<file path="config.mk">
export PLATFORM = sky130hd
export DESIGN_NAME = coproc_instr_dispatch
export DESIGN_NICKNAME = d
export VERILOG_FILES = /design/src/rtl/coproc_pkg.sv /design/src/rtl/coproc_instr_field_latch.sv /design/src/rtl/coproc_instr_dispatch.sv
export SDC_FILE = /design/constraint.sdc
export NUM_CORES = 1
export LEC_CHECK = 0
export CAP_MARGIN = 20
export CORE_AREA = 2 2 86 88
export CTS_CLUSTER_DIAMETER = 150
export CTS_CLUSTER_SIZE = 10
export DETAILED_ROUTE_END_ITERATION = 8
export DIE_AREA = 0 0 88 90
export PLACE_DENSITY = 0.72
export SLEW_MARGIN = 20
export SYNTH_ARGS = -nofsm -noshare
export SYNTH_HDL_FRONTEND = slang
export SYNTH_SLANG_ARGS = --single-unit
export TNS_END_PERCENT = 50
</file>
<file path="constraint.sdc">
create_clock -name clk -period 2.2 [get_ports clk]
set_clock_uncertainty 0.05 [all_clocks]
set_input_delay 0.44 -clock clk [delete_from_list [all_inputs] [get_ports clk]]
set_output_delay 0.44 -clock clk [all_outputs]
set_load 0.1 [all_outputs]
</file>
<file path="src/rtl/coproc_pkg.sv">
// Shared definitions for the coprocessor instruction dispatcher.
// Holds opcode values, instruction-word field positions, FSM state encoding
// and a small opcode classification helper.
package coproc_pkg;

  localparam int unsigned INSTR_W = 29;
  localparam int unsigned OPC_W   = 4;
  localparam int unsigned ADDR_W  = 8;
  localparam int unsigned DATA_W  = 16;
  localparam int unsigned CNT_W   = 10;
  localparam int unsigned ST_W    = 3;

  // Instruction word layout: [28]=req, [27:24]=opcode, [23:16]=addr, [15:0]=data
  localparam int unsigned REQ_BIT  = 28;
  localparam int unsigned OPC_LSB  = 24;
  localparam int unsigned ADDR_LSB = 16;
  localparam int unsigned DATA_LSB = 0;

  localparam logic [OPC_W-1:0] OP_NOP = 4'd0;
  localparam logic [OPC_W-1:0] OP_WR  = 4'd1;
  localparam logic [OPC_W-1:0] OP_RD  = 4'd2;
  localparam logic [OPC_W-1:0] OP_ADD = 4'd3;
  localparam logic [OPC_W-1:0] OP_SUB = 4'd4;
  localparam logic [OPC_W-1:0] OP_MUL = 4'd5;
  localparam logic [OPC_W-1:0] OP_AND = 4'd6;
  localparam logic [OPC_W-1:0] OP_OR  = 4'd7;
  localparam logic [OPC_W-1:0] OP_XOR = 4'd8;

  localparam logic [ST_W-1:0] ST_IDLE     = 3'd0;
  localparam logic [ST_W-1:0] ST_DISPATCH = 3'd1;
  localparam logic [ST_W-1:0] ST_RD_WAIT  = 3'd2;
  localparam logic [ST_W-1:0] ST_OP_WAIT  = 3'd3;
  localparam logic [ST_W-1:0] ST_DONE     = 3'd4;

  // Opcodes handed to the arithmetic core
  function automatic logic is_core_op(input logic [OPC_W-1:0] opc);
    return (opc >= OP_ADD) && (opc <= OP_XOR);
  endfunction

endpackage

</file>
<file path="src/rtl/coproc_instr_field_latch.sv">
// Request edge detection and instruction holding registers.
// Ports:
//   clk, reset_n   clock, async active-low reset
//   instruction    29-bit PIO word from the HPS
//   accept_en      dispatcher is idle and may take a new instruction
//   accept_c       combinational accept strobe (req rising while idle)
//   opcode/addr/data  fields captured on the accept cycle
module coproc_instr_field_latch
  import coproc_pkg::*;
(
  input  logic              clk,
  input  logic              reset_n,
  input  logic [INSTR_W-1:0] instruction,
  input  logic              accept_en,
  output logic              accept_c,
  output logic [OPC_W-1:0]  opcode,
  output logic [ADDR_W-1:0] addr,
  output logic [DATA_W-1:0] data
);

  logic req;
  logic req_d;

  assign req      = instruction[REQ_BIT];
  assign accept_c = accept_en && req && !req_d;

  // req_d resets high so a req held across reset must drop before it is taken
  always_ff @(posedge clk or negedge reset_n) begin
    if (!reset_n) begin
      req_d  <= 1'b1;
      opcode <= '0;
      addr   <= '0;
      data   <= '0;
    end else begin
      req_d <= req;
      if (accept_c) begin
        opcode <= instruction[OPC_LSB +: OPC_W];
        addr   <= instruction[ADDR_LSB +: ADDR_W];
        data   <= instruction[DATA_LSB +: DATA_W];
      end
    end
  end

endmodule

</file>
<file path="src/rtl/coproc_instr_dispatch.sv">
// Coprocessor instruction dispatcher.
// Accepts an instruction on the rising edge of req, dispatches it to the
// matrix memory port (WR/RD) or the arithmetic core (opcodes 3..8), and
// reports busy/done/error status plus RD read data back to the HPS.
// mem_rdata is sampled on the MEM_RD_LATENCY-th clock edge after the edge
// that raises mem_rd_en.
// Ports:
//   clk, reset_n                      clock, async active-low reset
//   instruction                       PIO word {req, opcode, addr, data}
//   mem_wr_en, mem_rd_en              one-cycle memory strobes
//   mem_addr, mem_wdata, mem_rdata    memory address / write / read data
//   op_start, op_code, op_done        arithmetic core handshake
//   status_busy/done/error            status for the HPS input PIO
//   result_data                       data returned by the last RD
module coproc_instr_dispatch
  import coproc_pkg::*;
#(
  parameter int unsigned MEM_RD_LATENCY = 2,
  parameter int unsigned OP_TIMEOUT     = 1023
) (
  input  logic               clk,
  input  logic               reset_n,
  input  logic [INSTR_W-1:0] instruction,
  output logic               mem_wr_en,
  output logic               mem_rd_en,
  output logic [ADDR_W-1:0]  mem_addr,
  output logic [DATA_W-1:0]  mem_wdata,
  input  logic [DATA_W-1:0]  mem_rdata,
  output logic               op_start,
  output logic [OPC_W-1:0]   op_code,
  input  logic               op_done,
  output logic               status_busy,
  output logic               status_done,
  output logic               status_error,
  output logic [DATA_W-1:0]  result_data
);

  localparam logic [CNT_W-1:0] RD_LAST = CNT_W'(MEM_RD_LATENCY - 1);
  localparam logic [CNT_W-1:0] TO_LAST = CNT_W'(OP_TIMEOUT - 1);

  logic              req;
  logic              accept_c;
  logic [OPC_W-1:0]  hold_opc;
  logic [ST_W-1:0]   state, state_nx;
  logic [CNT_W-1:0]  cnt, cnt_nx;
  logic              wr_nx, rd_nx, start_nx;
  logic              busy_nx, done_nx, err_nx;
  logic [DATA_W-1:0] result_nx;

  assign req     = instruction[REQ_BIT];
  assign op_code = hold_opc;

  // Holding registers drive the memory address/data and core opcode directly
  coproc_instr_field_latch u_field_latch (
    .clk         (clk),
    .reset_n     (reset_n),
    .instruction (instruction),
    .accept_en   (state == ST_IDLE),
    .accept_c    (accept_c),
    .opcode      (hold_opc),
    .addr        (mem_addr),
    .data        (mem_wdata)
  );

  // State, counter and registered outputs
  always_ff @(posedge clk or negedge reset_n) begin
    if (!reset_n) begin
      state        <= ST_IDLE;
      cnt          <= '0;
      mem_wr_en    <= 1'b0;
      mem_rd_en    <= 1'b0;
      op_start     <= 1'b0;
      status_busy  <= 1'b0;
      status_done  <= 1'b0;
      status_error <= 1'b0;
      result_data  <= '0;
    end else begin
      state        <= state_nx;
      cnt          <= cnt_nx;
      mem_wr_en    <= wr_nx;
      mem_rd_en    <= rd_nx;
      op_start     <= start_nx;
      status_busy  <= busy_nx;
      status_done  <= done_nx;
      status_error <= err_nx;
      result_data  <= result_nx;
    end
  end

  // Next-state and next-output decode
  always_comb begin
    state_nx  = state;
    cnt_nx    = cnt;
    wr_nx     = 1'b0;
    rd_nx     = 1'b0;
    start_nx  = 1'b0;
    busy_nx   = status_busy;
    done_nx   = status_done;
    err_nx    = status_error;
    result_nx = result_data;
    case (state)
      ST_IDLE: begin
        if (accept_c) begin
          busy_nx  = 1'b1;
          err_nx   = 1'b0;
          state_nx = ST_DISPATCH;
        end
      end
      ST_DISPATCH: begin
        cnt_nx = '0;
        if (hold_opc == OP_RD) begin
          rd_nx    = 1'b1;
          state_nx = ST_RD_WAIT;
        end else if (is_core_op(hold_opc)) begin
          start_nx = 1'b1;
          state_nx = ST_OP_WAIT;
        end else begin
          busy_nx  = 1'b0;
          done_nx  = 1'b1;
          state_nx = ST_DONE;
          if (hold_opc == OP_WR) begin
            wr_nx = 1'b1;
          end else if (hold_opc != OP_NOP) begin
            err_nx = 1'b1;
          end
        end
      end
      ST_RD_WAIT: begin
        if (cnt == RD_LAST) begin
          result_nx = mem_rdata;
          busy_nx   = 1'b0;
          done_nx   = 1'b1;
          state_nx  = ST_DONE;
        end else begin
          cnt_nx = cnt + CNT_W'(1);
        end
      end
      ST_OP_WAIT: begin
        // op_done in the final timeout cycle still completes cleanly
        if (op_done) begin
          busy_nx  = 1'b0;
          done_nx  = 1'b1;
          state_nx = ST_DONE;
        end else if (cnt == TO_LAST) begin
          busy_nx  = 1'b0;
          done_nx  = 1'b1;
          err_nx   = 1'b1;
          state_nx = ST_DONE;
        end else begin
          cnt_nx = cnt + CNT_W'(1);
        end
      end
      ST_DONE: begin
        if (!req) begin
          done_nx  = 1'b0;
          state_nx = ST_IDLE;
        end
      end
      default: begin
        state_nx = ST_IDLE;
      end
    endcase
  end

endmodule
</file>
# Yosys cells after proc, flatten, opt, wreduce, memory -nomap -nowiden
# Index checks and enable logic that the tools add are counted.
# op_classes
addsub,1
magnitude_cmp,2
eq_ne,20
n_mux,42
n_reduce_logical,16
# ops
op,count
$mux 10,3
$pmux 10 s3,1
$mux 1,27
$ne 2x2->1 const B,11
$mux 3,7
$pmux 3 s5,1
$reduce_and 6->1,2
$reduce_bool 4->1,3
$add 10x1->10 const B,1
$eq 10x1->1 const B,1
$eq 10x10->1 const B,1
$pmux 1 s4,2
$reduce_and 4->1,2
$reduce_and 8->1,1
$eq 3x2->1 const B,2
$reduce_bool 3->1,2
$eq 4x1->1 const B,1
$eq 4x2->1 const B,1
$ge 4x2->1 const B,1
$le 4x4->1 const B,1
$eq 3x1->1 const B,1
$eq 3x3->1 const B,1
$logic_and 1x1->1,3
$logic_not 3->1,1
other kinds (4),4
# totals
ff_bits,64
in_bits,48
out_inout_bits,50

# Depth between registers and ports, before layout
# Gate-level depths: netlist of run 1.
# logic_depth
ltp_word,6
ltp_mapped,8
ltp_nobuf,7

# Cells and area by module
# A second synthesis of run 1 with hierarchy kept.
# unflattened
cells_unflattened,223
area_unflattened_um2,2899.0
# modules_own_cells
mod,n_inst,cells_per_inst,area_per_inst_um2,seq_area_each_um2
coproc_instr_dispatch,1,161,1771.7,875.8
coproc_instr_field_latch,1,62,1127.3,726.9

# Worst setup path before layout of run 1
# OpenSTA, ideal clock, no wires.
# synth_path
kind,register to register
from,register u_field_latch.opcode[2]
to,register status_busy
setup_time_ps,143
arrival_time_ps,1880
path_slack_ps,127
path_stages_with_launch,6
period_less_slack_ps,2073
path_cell_list,dfrtp_1 -> o31ai_1 -> o31ai_1 -> a21oi_1 -> or3_1 -> a21boi_0
# synth_between
elab_chain_len,4
# synth_lines
item,line,rtl
start: declaration,coproc_instr_field_latch.sv:16,"output logic [OPC_W-1:0] opcode,"
start signal: assignment,coproc_instr_field_latch.sv:37,opcode <= instruction[OPC_LSB +: OPC_W];
$ge 4x2->1 or $le 4x4->1 (tied branches),coproc_pkg.sv:37,return (opc >= OP_ADD) && (opc <= OP_XOR);
$logic_and 1x1->1,coproc_pkg.sv:37,
$ne 2x2->1 (no source line),--,
$reduce_and 6->1 (no source line) *,--,
end signal: assignment,coproc_instr_dispatch.sv:83,status_busy <= busy_nx;
end: declaration,coproc_instr_dispatch.sv:32,"output logic status_busy,"
# Every way passes the cells marked *; elsewhere a longest branch is shown, timed or not.
# A chain may end at the register's enable or synchronous reset.

# Worst setup path in the final report of run 1
# layout_path
from,register cnt[0]
to,register status_busy
# layout_between
elab_chain_len,3
# layout_lines
item,line,rtl
start: declaration,coproc_instr_dispatch.sv:45,"logic [CNT_W-1:0] cnt, cnt_nx;"
start signal: assignment,coproc_instr_dispatch.sv:79,cnt <= cnt_nx;
$eq 10x10->1 or $eq 10x1->1 (tied branches),"coproc_instr_dispatch.sv:144, coproc_instr_dispatch.sv:129",
$ne 3x3->1 (no source line) or $ne 2x2->1 (tied branches),--,
$reduce_and 6->1 (no source line) *,--,
# Marked as above.

==> impl_metrics.json, run 1 <==
{
  "grt_pass1_vias": 2036,
  "syn_inst": 216,
  "antenna_found_initial": 0,
  "root_buffer": "clkbuf_8",
  "ys_seq_elements": 64,
  "drc": 0,
  "cts_buffers": 9,
  "core_area_sq_um": 7020,
  "final_cell_mix": "dfrtp_1, buf_4, clkdlybuf4s50_1",
  "io_pins": 98,
  "die_x_um": 88,
  "antenna_left": 0,
  "drive_gt1_frac": 0.377,
  "drv_slew": 0,
  "clock_path_buffers": 2,
  "crit_slowest_cell": "dfrtp_1",
  "setup_violations": 0,
  "port_buffers": 97,
  "syn_area_sq_um": 2760,
  "finish.utilization": 0.565,
  "dieArea_sq_um": 7920,
  "critPathArrivalTime_ns": 2.24,
  "grt_overflow": 0,
  "cts_tree": "yes",
  "ctsHtreeMaxLevel": 3,
  "synth_area_per_cell_sq_um": 12.8,
  "fin_crit_ns": 2.07,
  "final_cells": 428,
  "fin_ws_ns": 0.133,
  "startpoint_type": "flop",
  "post_drt_via_cell_ratio": 4.79,
  "fin_crit_sh": 0.940,
  "die_h_um": 90,
  "diodes": 0,
  "grt_max_degree": 65,
  "wl_per_cell_um": 14.0,
  "slowest_delay_ns": 0.41,
  "tightest_slew_ns": 0.481,
  "ys.flop_type": "dfrtp_1",
  "place_hpwl_um": 4310,
  "rows": 31,
  "path_cells": "inv_1 -> ha_1 -> nand4_1 -> o31ai_2 -> a21bo_2 -> or3_1 -> a21boi_0",
  "pre_cts_ws_ns": 0.0214,
  "dp_cells": 412,
  "netlist-cell-type-count": 37,
  "clk_pin_slew_ns": 0.07,
  "grtUsageTotal": 0.160,
  "place_congestion": 0.866,
  "grt_first_pass_wirelength_um": 9820,
  "crit_type": "flop to flop",
  "route.vias.total": 2051,
  "crit_buf_inv": 1,
  "finalWirelength_um": 5980,
  "synthArstFlopShare": 1.00,
  "setup_tns_ns": 0,
  "slew_headroom": 0.675,
  "yosys_warnings": 0,
  "seq_area_frac_synth": 0.581,
  "fmax_mhz": 484,
  "clkLatencyLatePin_ns": 0.34,
  "hold_path.class": "input pin to async pin",
  "crit_path_end_kind": "flop",
  "nets": 375,
  "drtIter0Drc": 107,
  "status": "finished, final reports clean",
  "initial_core_util": 0.393,
  "clock-sinks": 64,
  "crit_family": "compound AO/OA/AOI/OAI gates",
  "drt_first_pass_iters": 4,
  "path_max_fanout": 4,
  "maxCapViolCount": 0,
  "areaGrowthSynthToFinish_pct": 43.8,
  "crit_required_ns": 2.37,
  "synthesis.nets": 267,
  "layout_commonest_cell": "dfrtp_1",
  "timing_hold_violations_final": 0,
  "synth-edff-count": 0
}
-- final timing paths --
check                            startpoint                   to  slack, ns  cells past startpoint
max in group asynchronous           reset_n  u_field_latch.req_d       1.73                      2
worst max register to register       cnt[0]          status_busy       0.13                      7
worst min register to register  status_done          status_done       0.45                      2
worst min-delay path                reset_n               cnt[4]       0.06                      2
worst max-delay path                 cnt[0]          status_busy       0.13                      7
min in group clk                status_done          status_done       0.45                      2
-- cells by family after synthesis --
kind of cell             Yosys count  share of synthesized area
AO/OA/AOI/OAI                     32                     0.0766
adder cells (fa/ha/maj)            3                     0.0136
buffers and inverters             15                     0.0267
flip-flops                        64                      0.581
multiplexers                      44                      0.193
AND/OR/NAND/NOR                   58                      0.109
-- final cells by class --
class | instances | area, sq um
Tap cell | 99 | 124
Fill cell | 604 | 3050
Clock inverter | 6 | 43.8
Timing Repair Buffer | 105 | 938
Clock buffer | 10 | 138
Sequential cell | 64 | 1600
Multi-Input combinational cell | 137 | 1100
Inverter | 7 | 26.3
-- state kept, by name (all words and copies together) (netlist names), 3 cells and up --
register	cells
result_data	16
u_field_latch.data	16
u_field_latch.addr	8
u_field_latch.opcode	4
cnt	10
state	3
-- what timing repair did --
action	4_1_cts	5_1_grt
resized for setup	0	2
hold buffers	0	0
setup endpoints to repair	0	1
setup buffers	0	0
-- per-layer routing --
layer  vias to the layer above  routed length [um]  global-route usage
met4                         0                  16              0.0308
met2                        61                2990               0.251
met1                       997                2610               0.203
met3                         2                 361              0.0744
met5                         -                   0                   0
li1                        991                   -                   -
-- cells in the mapped netlist, types with 2 or more instances --
master    count  area, sq um
nand3_1       4         20.0
ha_1          3         37.5
nand2b_1      2         12.5
nor3_1        4         20.0
o31ai_1       5         37.5
o21ai_0       7         35.0
mux2_2       34          383
nand4_1       4         25.0
clkbuf_1      3         11.3
a21oi_1      10         50.1
mux2_4       10          150
or3_1         3         18.8
and3_1        6         37.5
nor2_1       19         71.3
nand2_1       9         33.8
dfrtp_1      63         1580
o211ai_1      2         15.0
inv_1         7         26.3
buf_6         2         22.5
buf_2         2         10.0
-- through the flow --
stage                     hold slack [ns]  cell area [sq um]
final                              0.0645               3970
after global routing               0.0673               3970
after CTS                          0.0649               3960
after detailed placement            0.432               3770
after global placement              0.430               3770
after floorplan                    0.0944               2760
Power of run 1 is not shown: default switching activity piles up to over one toggle a cycle in this logic, so the estimate is an artifact.
==> run 2: changes to the inputs <==
--- a/config.mk
+++ b/config.mk
@@ -11,7 +11,7 @@
 export CTS_CLUSTER_SIZE = 10
 export DETAILED_ROUTE_END_ITERATION = 8
 export DIE_AREA = 0 0 88 90
-export PLACE_DENSITY = 0.72
+export PLACE_DENSITY = 0.77
 export SLEW_MARGIN = 20
 export SYNTH_ARGS = -nofsm -noshare
 export SYNTH_HDL_FRONTEND = slang
==> constraint.sdc (replaced) <==
create_clock -name clk -period 2.2 [get_ports clk]
set_clock_uncertainty 0.05 [all_clocks]
set_input_delay 0.44 -clock clk [delete_from_list [all_inputs] [get_ports clk]]
set_output_delay 0.44 -clock clk [all_outputs]
set_load 0.005 [all_outputs]
==> run 2 against run 1 <==
  * Utilization grew 2.4 points
  * Wire length grew 3.7%
  * Non-clock buffer count grew 2
  * Critical endpoint is now cnt[9]
  * Via count grew 2.4%
  * Global-route usage grew 0.59 points
  * Largest cell class unchanged
  * Highest routed layer unchanged
  * Cell area grew 4.2%
  * First-iteration DRC count shrank 0.93%
==> impl_metrics.json, run 2 (synthesis results as in run 1) <==
{
  "slowest_delay_ns": 0.66,
  "grtUsageMet2": 0.266,
  "crit_buf_inv": 1,
  "drc": 0,
  "power_leakage_nw": 1.79,
  "clk_pin_slew_ns": 0.07,
  "grt_first_pass_wirelength_um": 10300,
  "crit_type": "input pin to flop",
  "power.density_nw_per_um2": 1240,
  "cts_buffers": 9,
  "cp.depth": 6,
  "drive_gt1_frac": 0.227,
  "root_buffer": "clkbuf_8",
  "status": "finished, final reports clean",
  "nets": 377,
  "final_cells": 430,
  "die_x_um": 88,
  "drtIter0Drc": 106,
  "whs_endpoint": "status_done",
  "initial_core_util": 0.393,
  "whs_path_depth": 2,
  "r2r_slack_ns": 0.11,
  "clkLatencyLatePin_ns": 0.33,
  "grt_overflow": 0,
  "route.vias.total": 2100,
  "fin_area_sq_um": 4140,
  "min_from": "status_done",
  "dp_cells": 412,
  "fin_crit_ns": 2.14,
  "cts_tree": "yes",
  "fmax_mhz": 467,
  "rows": 31,
  "critPathArrivalTime_ns": 2.35,
  "pre_cts_ws_ns": 0.0125,
  "r2r-start": "cnt[0]",
  "antenna_found_initial": 0,
  "tightest_slew_ns": 0.728,
  "layout_commonest_cell": "clkdlybuf4s50_1",
  "reg2reg_to": "status_busy",
  "ir_worst_vdd_v": 0.000586,
  "wl_per_cell_um": 14.4,
  "areaGrowthSynthToFinish_pct": 49.9,
  "antenna_left": 0,
  "maxCapViolCount": 0,
  "busiest_layer": "met2",
  "power_w": 0.00515,
  "grtUsageMet3": 0.0505,
  "die_h_um": 90,
  "post_drt_via_cell_ratio": 4.88,
  "core_area_sq_um": 7020,
  "drv_slew": 0,
  "rsz0062_at_grt": "yes",
  "setup_violations": 0,
  "drt_first_pass_iters": 4,
  "place_congestion": 0.931,
  "r2r_cells": 7,
  "clock_path_buffers": 2,
  "io_pins": 98,
  "slew_headroom": 0.508,
  "grt_max_degree": 47,
  "use_met1": 0.202,
  "diodes": 0,
  "hold_path.class": "flop to flop",
  "port_buffers": 97,
  "startpoint_type": "input pin",
  "clock-sinks": 64,
  "final_cell_mix": "clkdlybuf4s50_1, dfrtp_1, mux2_2",
  "fin_ws_ns": 0.0585,
  "ctsHtreeMaxLevel": 3,
  "grt_pass1_vias": 2206,
  "timing_hold_violations_final": 0,
  "dpl-instance-area_sq_um": 3900,
  "finish.utilization": 0.589,
  "crit_family": "simple AND/OR/NAND/NOR gates",
  "top_regs": "result_data (16), u_field_latch.data (16), cnt (10)",
  "dieArea_sq_um": 7920,
  "crit_slowest_cell": "nor4bb_1",
  "path_max_fanout": 3,
  "finalWirelength_um": 6200,
  "fin_crit_sh": 0.973,
  "path_cells": "clkdlybuf4s50_1 -> nor4bb_1 -> o31ai_4 -> a21boi_1 -> or3_1 -> o21ai_0",
  "crit_path_end_kind": "flop",
  "grtUsageTotal": 0.166,
  "place_hpwl_um": 4470,
  "crit_required_ns": 2.41
}
-- run 2: cell count changes in the layout (fill, tap and decap cells not counted), sizes merged --
| cell | previous run | this run |
|---|---|---|
| bufinv | 0 | 1 |
| clkdlybuf4s50 | 46 | 96 |
| dlygate4sd3 | 0 | 1 |
| buf | 59 | 10 |
| inv | 8 | 7 |
-- run 2: worst max-delay path by stage --
stage                  from         endpoint  slack, ns
floorplan            cnt[1]  result_data[10]       0.20
global placement    op_done           cnt[9]       0.08
detailed placement  op_done           cnt[9]       0.01
CTS                  cnt[0]      status_busy       0.06
global route         cnt[0]      status_busy      -0.04
finish              op_done           cnt[9]       0.06
-- run 2: cell type report --
cell class / count / area, sq um
fill: 607 / 2880
sequential: 64 / 1600
multi-input combinational: 137 / 1100
timing repair buffer: 107 / 1080
clock buffer: 10 / 138
tap: 99 / 124
clock inverter: 6 / 68.8
inverter: 7 / 26.3
-- run 2: report_power, final --
group	internal, W	switching [W]
clock	0.000558	0.000470
combinational	0.00144	0.000694
sequential	0.00166	0.000324
-- run 2: what timing repair did --
item                                    CTS  global route
gates resized for setup                   0             2
endpoints found under the setup margin    0             4
hold endpoints to repair                  6             0
hold buffers                              1             0
setup buffers                             0             1
-- run 2: routing by layer --
layer	routed length, um	part of all wire	vias to the layer above
li1	-	-	994
met1	2510	0.40	1025
met2	3100	0.50	69
met3	470	0.076	12
met4	121	0.020	0
met5	0	0	-
-- run 2: stage by stage --
| step | setup TNS, ns | hold slack [ns] |
|---|---|---|
| 2_1_floorplan | 0 | 0.0944 |
| 3_3_place_gp | 0 | 0.370 |
| 5_1_grt | -0.142 | 0.470 |
| 6_report | 0 | 0.432 |
| 4_1_cts | 0 | 0.435 |
| 3_5_place_dp | 0 | 0.370 |
-- run 2: worst min-delay path: cells and delay by family, from the launching register on --
family           cells  cell delay [ns]
flip-flops           1             0.35
AND/OR/NAND/NOR      2             0.10
Power figures use the tool's default switching activity.
